$ cat config.mk
export PLATFORM = sky130hd
export DESIGN_NAME = bm_dag_pipe_param
export DESIGN_NICKNAME = d
export VERILOG_FILES = /design/src/rtl/bm_dag_pkg.sv /design/src/rtl/bm_dag_stage.sv /design/src/rtl/bm_dag_pipe_param.sv
export SDC_FILE = /design/constraint.sdc
export NUM_CORES = 1
export LEC_CHECK = 0
export ABC_AREA = 0
export CORE_MARGIN = 2
export CORE_UTILIZATION = 40
export CTS_CLUSTER_SIZE = 25
export DETAILED_ROUTE_END_ITERATION = 8
export PLACE_DENSITY = 0.72
export SETUP_SLACK_MARGIN = 0.3
export SLEW_MARGIN = 10
export SYNTH_ARGS = -nofsm -noshare
export SYNTH_HDL_FRONTEND = slang
export SYNTH_SLANG_ARGS = --single-unit
$ cat constraint.sdc
create_clock -name clock -period 1.9 [get_ports clock]
set_input_delay 0.38 -clock clock [delete_from_list [all_inputs] [get_ports clock]]
set_output_delay 0.38 -clock clock [all_outputs]
set_load 0.03 [all_outputs]
$ cat src/rtl/bm_dag_pkg.sv
// bm_dag_pkg: op encodings and the width-generic bitwise op shared by the DAG pipeline
package bm_dag_pkg;
  localparam logic [1:0] OP_AND  = 2'b00;
  localparam logic [1:0] OP_OR   = 2'b01;
  localparam logic [1:0] OP_XOR  = 2'b10;
  localparam logic [1:0] OP_XNOR = 2'b11;
  localparam int MAX_W = 64;
  function automatic logic [MAX_W-1:0] apply_op(
    input logic [1:0]       op,
    input logic [MAX_W-1:0] a,
    input logic [MAX_W-1:0] b
  );
    return op == OP_AND  ? a & b :
           op == OP_OR   ? a | b :
           op == OP_XOR  ? a ^ b :
           op == OP_XNOR ? ~(a ^ b) : '0;
  endfunction
endpackage

$ cat src/rtl/bm_dag_stage.sv
// bm_dag_stage: one enable-gated long-branch stage; extends the tb chain by xor with its own a
module bm_dag_stage
  import bm_dag_pkg::*;
#(
  parameter int WIDTH = 2
) (
  input  logic             clock,
  input  logic             reset_n,
  input  logic             en,
  input  logic             flush,
  input  logic             v_in,
  input  logic             c_in,
  input  logic             d_in,
  input  logic [WIDTH-1:0] a_in,
  input  logic [WIDTH-1:0] fa_in,
  input  logic [WIDTH-1:0] tb_in,
  output logic             v_out,
  output logic             c_out,
  output logic             d_out,
  output logic [WIDTH-1:0] a_out,
  output logic [WIDTH-1:0] fa_out,
  output logic [WIDTH-1:0] tb_out
);
  logic ld;
  logic v_q, v_d, c_q, c_d, d_q, d_d;
  logic [WIDTH-1:0] a_q, a_d, fa_q, fa_d, tb_q, tb_d;
  assign ld = en & ~flush;
  always_comb begin
    v_d  = flush ? 1'b0 : en ? v_in : v_q;
    c_d  = ld ? c_in : c_q;
    d_d  = ld ? d_in : d_q;
    a_d  = ld ? a_in : a_q;
    fa_d = ld ? fa_in : fa_q;
    tb_d = ld ? tb_in : tb_q;
  end
  always_ff @(posedge clock or negedge reset_n) begin
    if (!reset_n) begin
      v_q  <= 1'b0;
      c_q  <= 1'b0;
      d_q  <= 1'b0;
      a_q  <= '0;
      fa_q <= '0;
      tb_q <= '0;
    end else begin
      v_q  <= v_d;
      c_q  <= c_d;
      d_q  <= d_d;
      a_q  <= a_d;
      fa_q <= fa_d;
      tb_q <= tb_d;
    end
  end
  assign v_out  = v_q;
  assign c_out  = c_q;
  assign d_out  = d_q;
  assign a_out  = a_q;
  assign fa_out = fa_q;
  assign tb_out = a_q ^ tb_q;
endmodule

$ cat src/rtl/bm_dag_pipe_param.sv
// bm_dag_pipe_param: elastic two-branch bitwise DAG pipeline (short op branch AND-merged with
// a DEPTH-long xor chain), with flush and a completed-handshake counter
module bm_dag_pipe_param
  import bm_dag_pkg::*;
#(
  parameter int WIDTH = 2,
  parameter int DEPTH = 2,
  parameter int CNT_W = 8
) (
  input  logic             clock,
  input  logic             reset_n,
  input  logic             flush,
  input  logic             in_valid,
  output logic             in_ready,
  input  logic [1:0]       op_sel,
  input  logic [WIDTH-1:0] a_in,
  input  logic [WIDTH-1:0] b_in,
  input  logic             c_in,
  input  logic             d_in,
  output logic             out_valid,
  input  logic             out_ready,
  output logic [WIDTH-1:0] out0,
  output logic             out1,
  output logic [CNT_W-1:0] out_count
);
  logic en, ld, up, a_unused;
  logic v1_q, v1_d, c1_q, c1_d, d1_q, d1_d;
  logic [WIDTH-1:0] a1_q, a1_d, f1_q, f1_d;
  logic [DEPTH:1] v, c, d;
  logic [DEPTH:1][WIDTH-1:0] a, fa, tb;
  logic vo_q, vo_d, o1_q, o1_d;
  logic [WIDTH-1:0] o0_q, o0_d;
  logic [CNT_W-1:0] cnt_q, cnt_d;
  assign en       = ~vo_q | out_ready;
  assign ld       = en & ~flush;
  assign in_ready = en;
  // stage 1: both branches start from the same f(a,b), so one register serves fa and tb1
  always_comb begin
    v1_d = flush ? 1'b0 : en ? in_valid : v1_q;
    a1_d = ld ? a_in : a1_q;
    c1_d = ld ? c_in : c1_q;
    d1_d = ld ? d_in : d1_q;
    f1_d = ld ? WIDTH'(apply_op(op_sel, MAX_W'(a_in), MAX_W'(b_in))) : f1_q;
  end
  always_ff @(posedge clock or negedge reset_n) begin
    if (!reset_n) begin
      v1_q <= 1'b0;
      a1_q <= '0;
      c1_q <= 1'b0;
      d1_q <= 1'b0;
      f1_q <= '0;
    end else begin
      v1_q <= v1_d;
      a1_q <= a1_d;
      c1_q <= c1_d;
      d1_q <= d1_d;
      f1_q <= f1_d;
    end
  end
  assign v[1]  = v1_q;
  assign a[1]  = a1_q;
  assign c[1]  = c1_q;
  assign d[1]  = d1_q;
  assign fa[1] = f1_q;
  assign tb[1] = f1_q;
  genvar k;
  for (k = 2; k <= DEPTH; k++) begin : g_stage
    bm_dag_stage #(.WIDTH(WIDTH)) u_stage (
      .clock  (clock),
      .reset_n(reset_n),
      .en     (en),
      .flush  (flush),
      .v_in   (v[k-1]),
      .c_in   (c[k-1]),
      .d_in   (d[k-1]),
      .a_in   (a[k-1]),
      .fa_in  (fa[k-1]),
      .tb_in  (tb[k-1]),
      .v_out  (v[k]),
      .c_out  (c[k]),
      .d_out  (d[k]),
      .a_out  (a[k]),
      .fa_out (fa[k]),
      .tb_out (tb[k])
    );
  end
  // the last stage's a is only needed inside that stage
  assign a_unused = ^a[DEPTH];
  // output stage: data moves only when a valid token lands, so bubbles leave out0/out1 intact
  always_comb begin
    up    = ld & v[DEPTH];
    vo_d  = flush ? 1'b0 : en ? v[DEPTH] : vo_q;
    o0_d  = up ? fa[DEPTH] & tb[DEPTH] : o0_q;
    o1_d  = up ? c[DEPTH] & d[DEPTH] : o1_q;
    cnt_d = cnt_q + CNT_W'(vo_q & out_ready);
  end
  always_ff @(posedge clock or negedge reset_n) begin
    if (!reset_n) begin
      vo_q  <= 1'b0;
      o0_q  <= '0;
      o1_q  <= 1'b0;
      cnt_q <= '0;
    end else begin
      vo_q  <= vo_d;
      o0_q  <= o0_d;
      o1_q  <= o1_d;
      cnt_q <= cnt_d;
    end
  end
  assign out_valid = vo_q;
  assign out0      = o0_q;
  assign out1      = o1_q;
  assign out_count = cnt_q;
endmodule
## Word level (Yosys, flattened, before mapping)

Cells that the tools add are included.

| word-level totals | value |
|---|---|
| flip-flop bits (word level) | 26 |
| logic and storage cells | 43 |
| output and inout bits | 13 |
| memories | 0 |
| RAM bits | 0 |
| memory bits (read-only) | 0 |
| bits in latches | 0 |
| input port bits | 13 |

| cells by class | value |
|---|---|
| $lt $le $gt $ge | 0 |
| shift-type cells | 0 |
| reduce and logical (&&, ||, !) cells | 2 |
| div/mod/pow operators | 0 |
| muxes and demuxes | 10 |
| add/subtract/negate cells | 1 |
| $mul | 0 |
| eq/ne operators | 3 |
| bitwise operators | 13 |

Operators with widths:

| kind | count |
|---|---|
| $add 8x1->8 | 1 |
| $mux 2 | 4 |
| $mux 1 | 6 |
| $and 1x1->1 | 4 |
| $and 2x2->2 | 2 |
| $eq 2x2->1 const B | 2 |
| $xor 2x2->2 | 2 |
| $eq 2x1->1 const B | 1 |
| $logic_not 2->1 | 1 |
| $not 1->1 | 2 |
| $not 2->2 | 1 |
| $or 2x2->2 | 1 |
| $reduce_bool 2->1 | 1 |
| $or 1x1->1 | 1 |

## Depth between registers and ports, before layout

Gate-level depths: netlist (run 1).

| depth | value |
|---|---|
| word-level depth | 6 |
| mapped depth | 5 |
| depth with buffers taken out | 5 |

## Modules after synthesis

A second synthesis (run 1) with hierarchy kept.

| unflattened totals | value |
|---|---|
| cells, all modules | 104 |
| area, all modules | 1335.0 um^2 |

By module, submodules not included:

| module | sequential area each (um^2) | cells each | area each (um^2) | instances |
|---|---|---|---|---|
| bm_dag_pipe_param | 475.5 | 81 | 933.4 | 1 |
| bm_dag_stage | 225.2 | 23 | 401.6 | 1 |

## Worst setup path before layout (run 1)

No wires, ideal clock.

| timing | value |
|---|---|
| path kind | register to register |
| start | reg vo_q, in the netlist out_valid |
| end | reg o0_q[0], in the netlist out0[0] |
| path slack | 0.431 ns |
| library setup time | 0.125 ns |
| data arrival time | 1.344 ns |
| buffers on the path | 1 |
| required time | 1.775 ns |
| stages on the path, launching flop included | 5 |
| cell sequence | dfrtp_1 -> nor2b_4 -> buf_6 -> nor3b_4 -> mux2_4 |

| between the ends | value |
|---|---|
| cells in the longest elaborated chain, start to end | 4 |

RTL lines:

| item | line | text |
|---|---|---|
| from (decl) | bm_dag_pipe_param.sv:31 | `logic vo_q, vo_d, o1_q, o1_d;` |
| from (signal assigned) | bm_dag_pipe_param.sv:104 | `vo_q <= vo_d;` |
| $not 1->1 | bm_dag_pipe_param.sv:34 | `assign en = ~vo_q \| out_ready;` |
| $or 1x1->1 | bm_dag_pipe_param.sv:34 |  |
| $and 1x1->1 | bm_dag_pipe_param.sv:35 | `assign ld = en & ~flush;` |
| $and 1x1->1 | bm_dag_pipe_param.sv:91 | `up = ld & v[DEPTH];` |
| to (signal assigned) | bm_dag_pipe_param.sv:100 | `o0_q <= '0;` |
| to (signal assigned) | bm_dag_pipe_param.sv:105 | `o0_q <= o0_d;` |
| to (decl) | bm_dag_pipe_param.sv:32 | `logic [WIDTH-1:0] o0_q, o0_d;` |

Every way passes these cells.
A chain may end at the register's enable or synchronous reset.

## Worst setup path in the final report (run 1)

| timing | value |
|---|---|
| start | reg cnt_q[2], in the netlist out_count[2] |
| end | out out_count[2] |

RTL lines:

| item | line | text |
|---|---|---|
| from (decl) | bm_dag_pipe_param.sv:33 | `logic [CNT_W-1:0] cnt_q, cnt_d;` |
| from (signal assigned) | bm_dag_pipe_param.sv:107 | `cnt_q <= cnt_d;` |
| to (decl) | bm_dag_pipe_param.sv:24 | `output logic [CNT_W-1:0] out_count` |

No word-level cell between the ends.

==> results.ini, run 1 <==
[power_and_ir_drop]
ir_drop_v=0.000599
powerDensity_nw_per_um2=849
power_frac_comb=0.277
switching_share=0.305
clkPwrFrac=0.197
p_seq_frac=0.526
p_int_mw=0.933
leakage_nw=0.777
p_sw_mw=0.409
total_power_mw=1.34

[yosys]
synth_seq_area_share=0.541
ys_ff_latch=26
synthesis.nets=113
synth_area_per_cell_um2=12.8
netlist_area_um2=1200
ys_types=25
synth_cells=94
synth_warnings=0

[run_status]
violations=design-rule violations
outcome=complete, but fails checks

[route]
drt-total-wl_um=1860
drt-initial-drc-count=15
vias_per_cell=4.87
wl_per_cell_um=11.4
ant_nets=0
dr.pass1.iters=5
drc=3
vias=794

[final_layout]
area_delta_synth_final_pct=31.5
nets=152
stdcell_count=163
layout_commonest_cell=dfrtp_1
final_cell_mix=dfrtp_1 (26), clkdlybuf4s50_1 (11), dlygate4sd2_1 (11), buf_4 (11), mux2_2 (10)
drive_gt1_frac=0.250
diodes=0

[place]
gp_congestion=0.774
placed_cells=158
port_buffers=25
hpwl_um=1510

[floorplanning]
ios=26
die_w_um=58.8
die-area_um2=3460
die_h_um=58.8
fp-row-count=19
core_area_um2=2810
start_util=0.429

[worst_setup_path]
crit_path_end_kind=primary output
cp.depth=1
crit-reg2reg-launch=out_valid
cp_top_family=flip-flops
endpoint=out_count[2]
cp_data_required_time_ns=1.52
crit_fanout=5
r2r_cells=4
worst-path-buf-inv=1
cp-start-kind=register
worst-setup-path-type=reg -> out
crit_arrival_ns=1.14
critPathLaunch=out_count[2]
r2r_slack_ns=0.52
cp_cell_sequence=clkdlybuf4s15_1
rr_endpoint=out0[0]
crit_slowest_cell=dfrtp_1
cpPeakStageDelay_ns=0.44

[global_route]
first_global_vias=796
grt_max_degree=27
grt_use_total=0.123
antenna_found_initial=0
grt_pass1_wl_um=3170
gr-total-overflow=0

[sta]
hold_viol_final=0
skew_ns=0.00364
tightest_slew_ns=0.358
setup_viol=0
tns_ns=0
max_freq_ghz=0.656
relSlewSlack=0.760
maxSlewViolCount=0
fin_crit_sh=0.802
fin_crit_ns=1.52
rsz0062_at_grt=false

[job]
timing.max_cap.violations=0

[clock_network]
clk-insertion-delay-late_ns=0.31
clockBufferDepth=2
clock-root-buffer=clkbuf_4
cts_max_level=1
clk_pin_slew_ns=0.13
cts_buffers=3
cts_tree=built
clkSinkCount=26

[min_path]
hold_path.class=in -> async

## power by group through the flow
stage / Combinational [mW] / Sequential (mW) / Clock [mW]
final: 0.371 / 0.706 / 0.265
after global routing: 0.399 / 0.723 / 0.302
after CTS: 0.376 / 0.709 / 0.281
after detailed placement: 0.412 / 0.723 / 0
after global placement: 0.397 / 0.714 / 0
after floorplan: 0.124 / 0.815 / 0
## flip-flops by register name (all words and copies together) (netlist names)
register                flops
out_count                   8
a1_q                        2
f1_q                        2
g_stage.u_stage.a_out       2
g_stage.u_stage.fa_out      2
out0                        2
c1_q                        1
d1_q                        1
g_stage.u_stage.c_out       1
g_stage.u_stage.d_out       1
g_stage.u_stage.v_out       1
out1                        1
out_valid                   1
v1_q                        1
## Yosys cell counts, drive strengths merged
cell   number  area, um2
a21oi       2       10.0
dfrtp      26        651
xor2        3       26.3
o21ai       4       20.0
or2         2       12.5
nand3       3       15.0
mux2       12        143
inv         6       22.5
ha          6       75.1
nand2       5       18.8
nor2b       3       26.3
nor3b       1       18.8
xnor2       5       43.8
nor2        6       38.8
a211o       2       17.5
mux2i       3       30.0
and2        1       6.26
nor3        1       5.00
buf         2       16.3
and3        1       6.26
## routing by layer
layer / track usage / routed length (um) / up-vias
li1: - / - / 389
met1: 0.123 / 762 / 382
met2: 0.237 / 967 / 21
met3: 0.0396 / 117 / 2
met4: 0.0390 / 15 / 0
met5: 0 / 0 / -
## kinds of logic (layout without fill, tap and decap cells)
logic type / Yosys count / count (layout) / synth area share
compound gates: 8 / 8 / 0.0395
xor+xnor: 8 / 8 / 0.0583
simple gates: 23 / 23 / 0.123
fa+ha+maj: 6 / 6 / 0.0624
mux: 15 / 15 / 0.144
flops: 26 / 26 / 0.541
buf+inv: 8 / 46 / 0.0323
## repair_timing
action,4_1_cts,5_1_grt
pin swaps,0,0
buffers inserted,1,0
hold buffers,0,0
setup endpoints to repair,13,2
resized for setup,14,2
## area by class of cell
type | count | area (um2)
Sequential cell | 26 | 651
Tap cell | 31 | 38.8
Clock buffer | 4 | 36.3
Fill cell | 243 | 1220
Inverter | 6 | 22.5
Multi-Input combinational cell | 60 | 513
Timing Repair Buffer | 36 | 320
## how the worst min path moves through the flow
stage | slack, ns | start | endpoint
5_1_grt | 0.43 | reset_n | v1_q
2_1_floorplan | 0.08 | reset_n | a1_q[0]
3_5_place_dp | 0.46 | out_count[7] | out_count[7]
6_report | 0.42 | reset_n | v1_q
3_3_place_gp | 0.46 | out_count[7] | out_count[7]
4_1_cts | 0.42 | reset_n | out_count[2]
## metrics by stage
step | hold WS, ns | cell area [um2] | utilization | setup slack (ns)
after global routing | 0.425 | 1580 | 0.564 | 0.304
after global placement | 0.459 | 1550 | 0.552 | 0.101
final | 0.416 | 1580 | 0.564 | 0.376
after CTS | 0.416 | 1580 | 0.563 | 0.320
after detailed placement | 0.456 | 1550 | 0.552 | 0.0417
after floorplan | 0.0844 | 1200 | - | 0.431
No activity file was read; power rests on OpenSTA's default activity.
==> run 2, diff against run 1 <==
Clock period 1.9 ns to 1.5 ns, I/O delays scaled along.
==> run 2 against run 1 <==
  * The run still ends with design-rule violations left
  * Cell count is 8.6% higher
  * First-iteration DRC count is 20% higher
  * Register-to-register slack worse by 0.41 ns
  * Clock-buffer cell count is 1 lower
  * Via count is 7.3% higher
  * Power is 54% higher
  * Combinational power is 86% higher
  * Final area is 16% higher
  * Die area stayed put
  * Critical path type unchanged
  * Largest power group unchanged
  * Highest routed layer is now met3
==> results.ini, run 2 (synthesis gave the netlist of run 1 again) <==
[sta]
fin_crit_ns=1.43
relSlewSlack=0.784
setup_viol=0
hold_viol_final=0
hold_slack_ns=0.332
rsz0062_at_grt=true
fin_crit_sh=0.954
setup_slack_ns=0.0690
skew_ns=0.00616
max_freq_ghz=0.699
tightest_slew_ns=0.324
maxSlewViolCount=0

[final_layout]
layout_commonest_cell=dfrtp_1
fillers=224
drive_gt1_frac=0.459
seq_area_um2=652
largest_reg_flops=8
multi_input_area_um2=611
diodes=0
area_delta_synth_final_pct=52.9
final_cell_mix=dfrtp_1 (25), buf_4 (19), buf_6 (18)
nets=166
stdcell_count=177

[clock_network]
cts_tree=built
clkSinkCount=26
clk-insertion-delay-late_ns=0.32
clockBufferDepth=2
cts_buffers=3
clk_pin_slew_ns=0.14
clock-root-buffer=clkbuf_4
cts_max_level=1

[route]
drt-total-wl_um=2180
vias_per_cell=4.81
ant_nets=0
vias=852
dr.pass1.iters=6
wl_per_cell_um=12.3
drt-initial-drc-count=18
drc=2

[worst_setup_path]
crit_fanout=2
crit_arrival_ns=1.13
crit_path_end_kind=primary output
cp_data_required_time_ns=1.20
cp_common_cell=buf_6
cp_cell_sequence=nor2b_4 -> buf_6 -> inv_4 -> buf_6
crit_slowest_cell=dfrtp_2
cp-start-kind=register
cpPeakStageDelay_ns=0.42
worst-setup-path-type=reg -> out

[floorplanning]
die_h_um=58.8
fp-row-count=19
ios=26
core_area_um2=2810
die-area_um2=3460
die_w_um=58.8
start_util=0.429

[place]
gp_congestion=0.793
dpl_worst_slack_ns=-0.229
port_buffers=25
placed_cells=158
hpwl_um=1490

[global_route]
grt_max_degree=27
grt_pass1_wl_um=3710
grt_use_total=0.140
first_global_vias=860
antenna_found_initial=0
gr-total-overflow=0

[power_and_ir_drop]
ir_drop_v=0.000447
powerDensity_nw_per_um2=1130
leakage_nw=0.897

[job]
timing.max_cap.violations=0

[run_status]
outcome=complete, but fails checks
violations=design-rule violations

[min_path]
hold_path.class=in -> async

==> run 2: timing repair <==
action,in CTS,in global routing
setup endpoints to repair,36,37
hold endpoints to repair,0,0
gates cloned,1,0
setup buffers,9,5
hold buffers,0,0
pin swaps,7,9
gates resized for setup,88,16
==> run 2: power breakdown <==
| part | internal (mW) | switching, mW | total (mW) |
|---|---|---|---|
| logic | 0.374 | 0.317 | 0.691 |
| clock network | 0.270 | 0.208 | 0.479 |
| registers | 0.819 | 0.0839 | 0.903 |
| total | 1.46 | 0.610 | 2.07 |
==> run 2: critical path: cells and delay by family, from the launching register on <==
kind / cells / cell delay, ns
buffers and inverters: 3 / 0.26
DFF: 1 / 0.42
and+or+nand+nor: 1 / 0.13
==> run 2: final cells by class <==
cell class / count / area share
multi-input combinational: 61 / 0.332
timing repair buffer: 49 / 0.250
sequential: 26 / 0.355
clock inverter: 1 / 0.0163
inverter: 6 / 0.0136
tap: 31 / 0.0211
clock buffer: 3 / 0.0123
==> run 2: path summary, 6_finish.rpt <==
check                                               end  cells past startpoint  slack (ns)      start
min reg2reg                g_stage[2].u_stage.fa_out[1]                      1        0.52    f1_q[1]
max reg2reg                                     out0[1]                      4        0.11  out_valid
max                                            in_ready                      4        0.07  out_valid
min in group clock                              a1_q[0]                      3        0.44    a_in[0]
max in group asynchronous                     out_valid                      2        0.91    reset_n
min                                        out_count[7]                      2        0.33    reset_n
==> run 2: stage by stage <==
| step | power (mW) | area, um2 | util | TNS, ns |
|---|---|---|---|---|
| 3_3_place_gp | 1.47 | 1600 | 0.570 | -2.53 |
| 5_1_grt | 2.18 | 1840 | 0.655 | 0 |
| 4_1_cts | 2.04 | 1760 | 0.628 | 0 |
| 3_5_place_dp | 1.48 | 1600 | 0.570 | -2.98 |
| 6_report | 2.07 | 1840 | 0.655 | 0 |
| 2_1_floorplan | 1.22 | 1250 | - | 0 |
==> run 2: layer usage <==
layer / GRT usage / vias up / share of wire
li1: - / 417 / -
met3: 0.0132 / 0 / 0.036
met2: 0.252 / 19 / 0.54
met4: 0.0487 / 0 / 0
met1: 0.173 / 416 / 0.43
met5: 0 / - / 0
==> run 3, diff against run 2 <==
Settings changed: HOLD_SLACK_MARGIN set to 0.02.
==> results of run 3 <==
No change in the layout: final DEF, timing and power equal those of run 2.
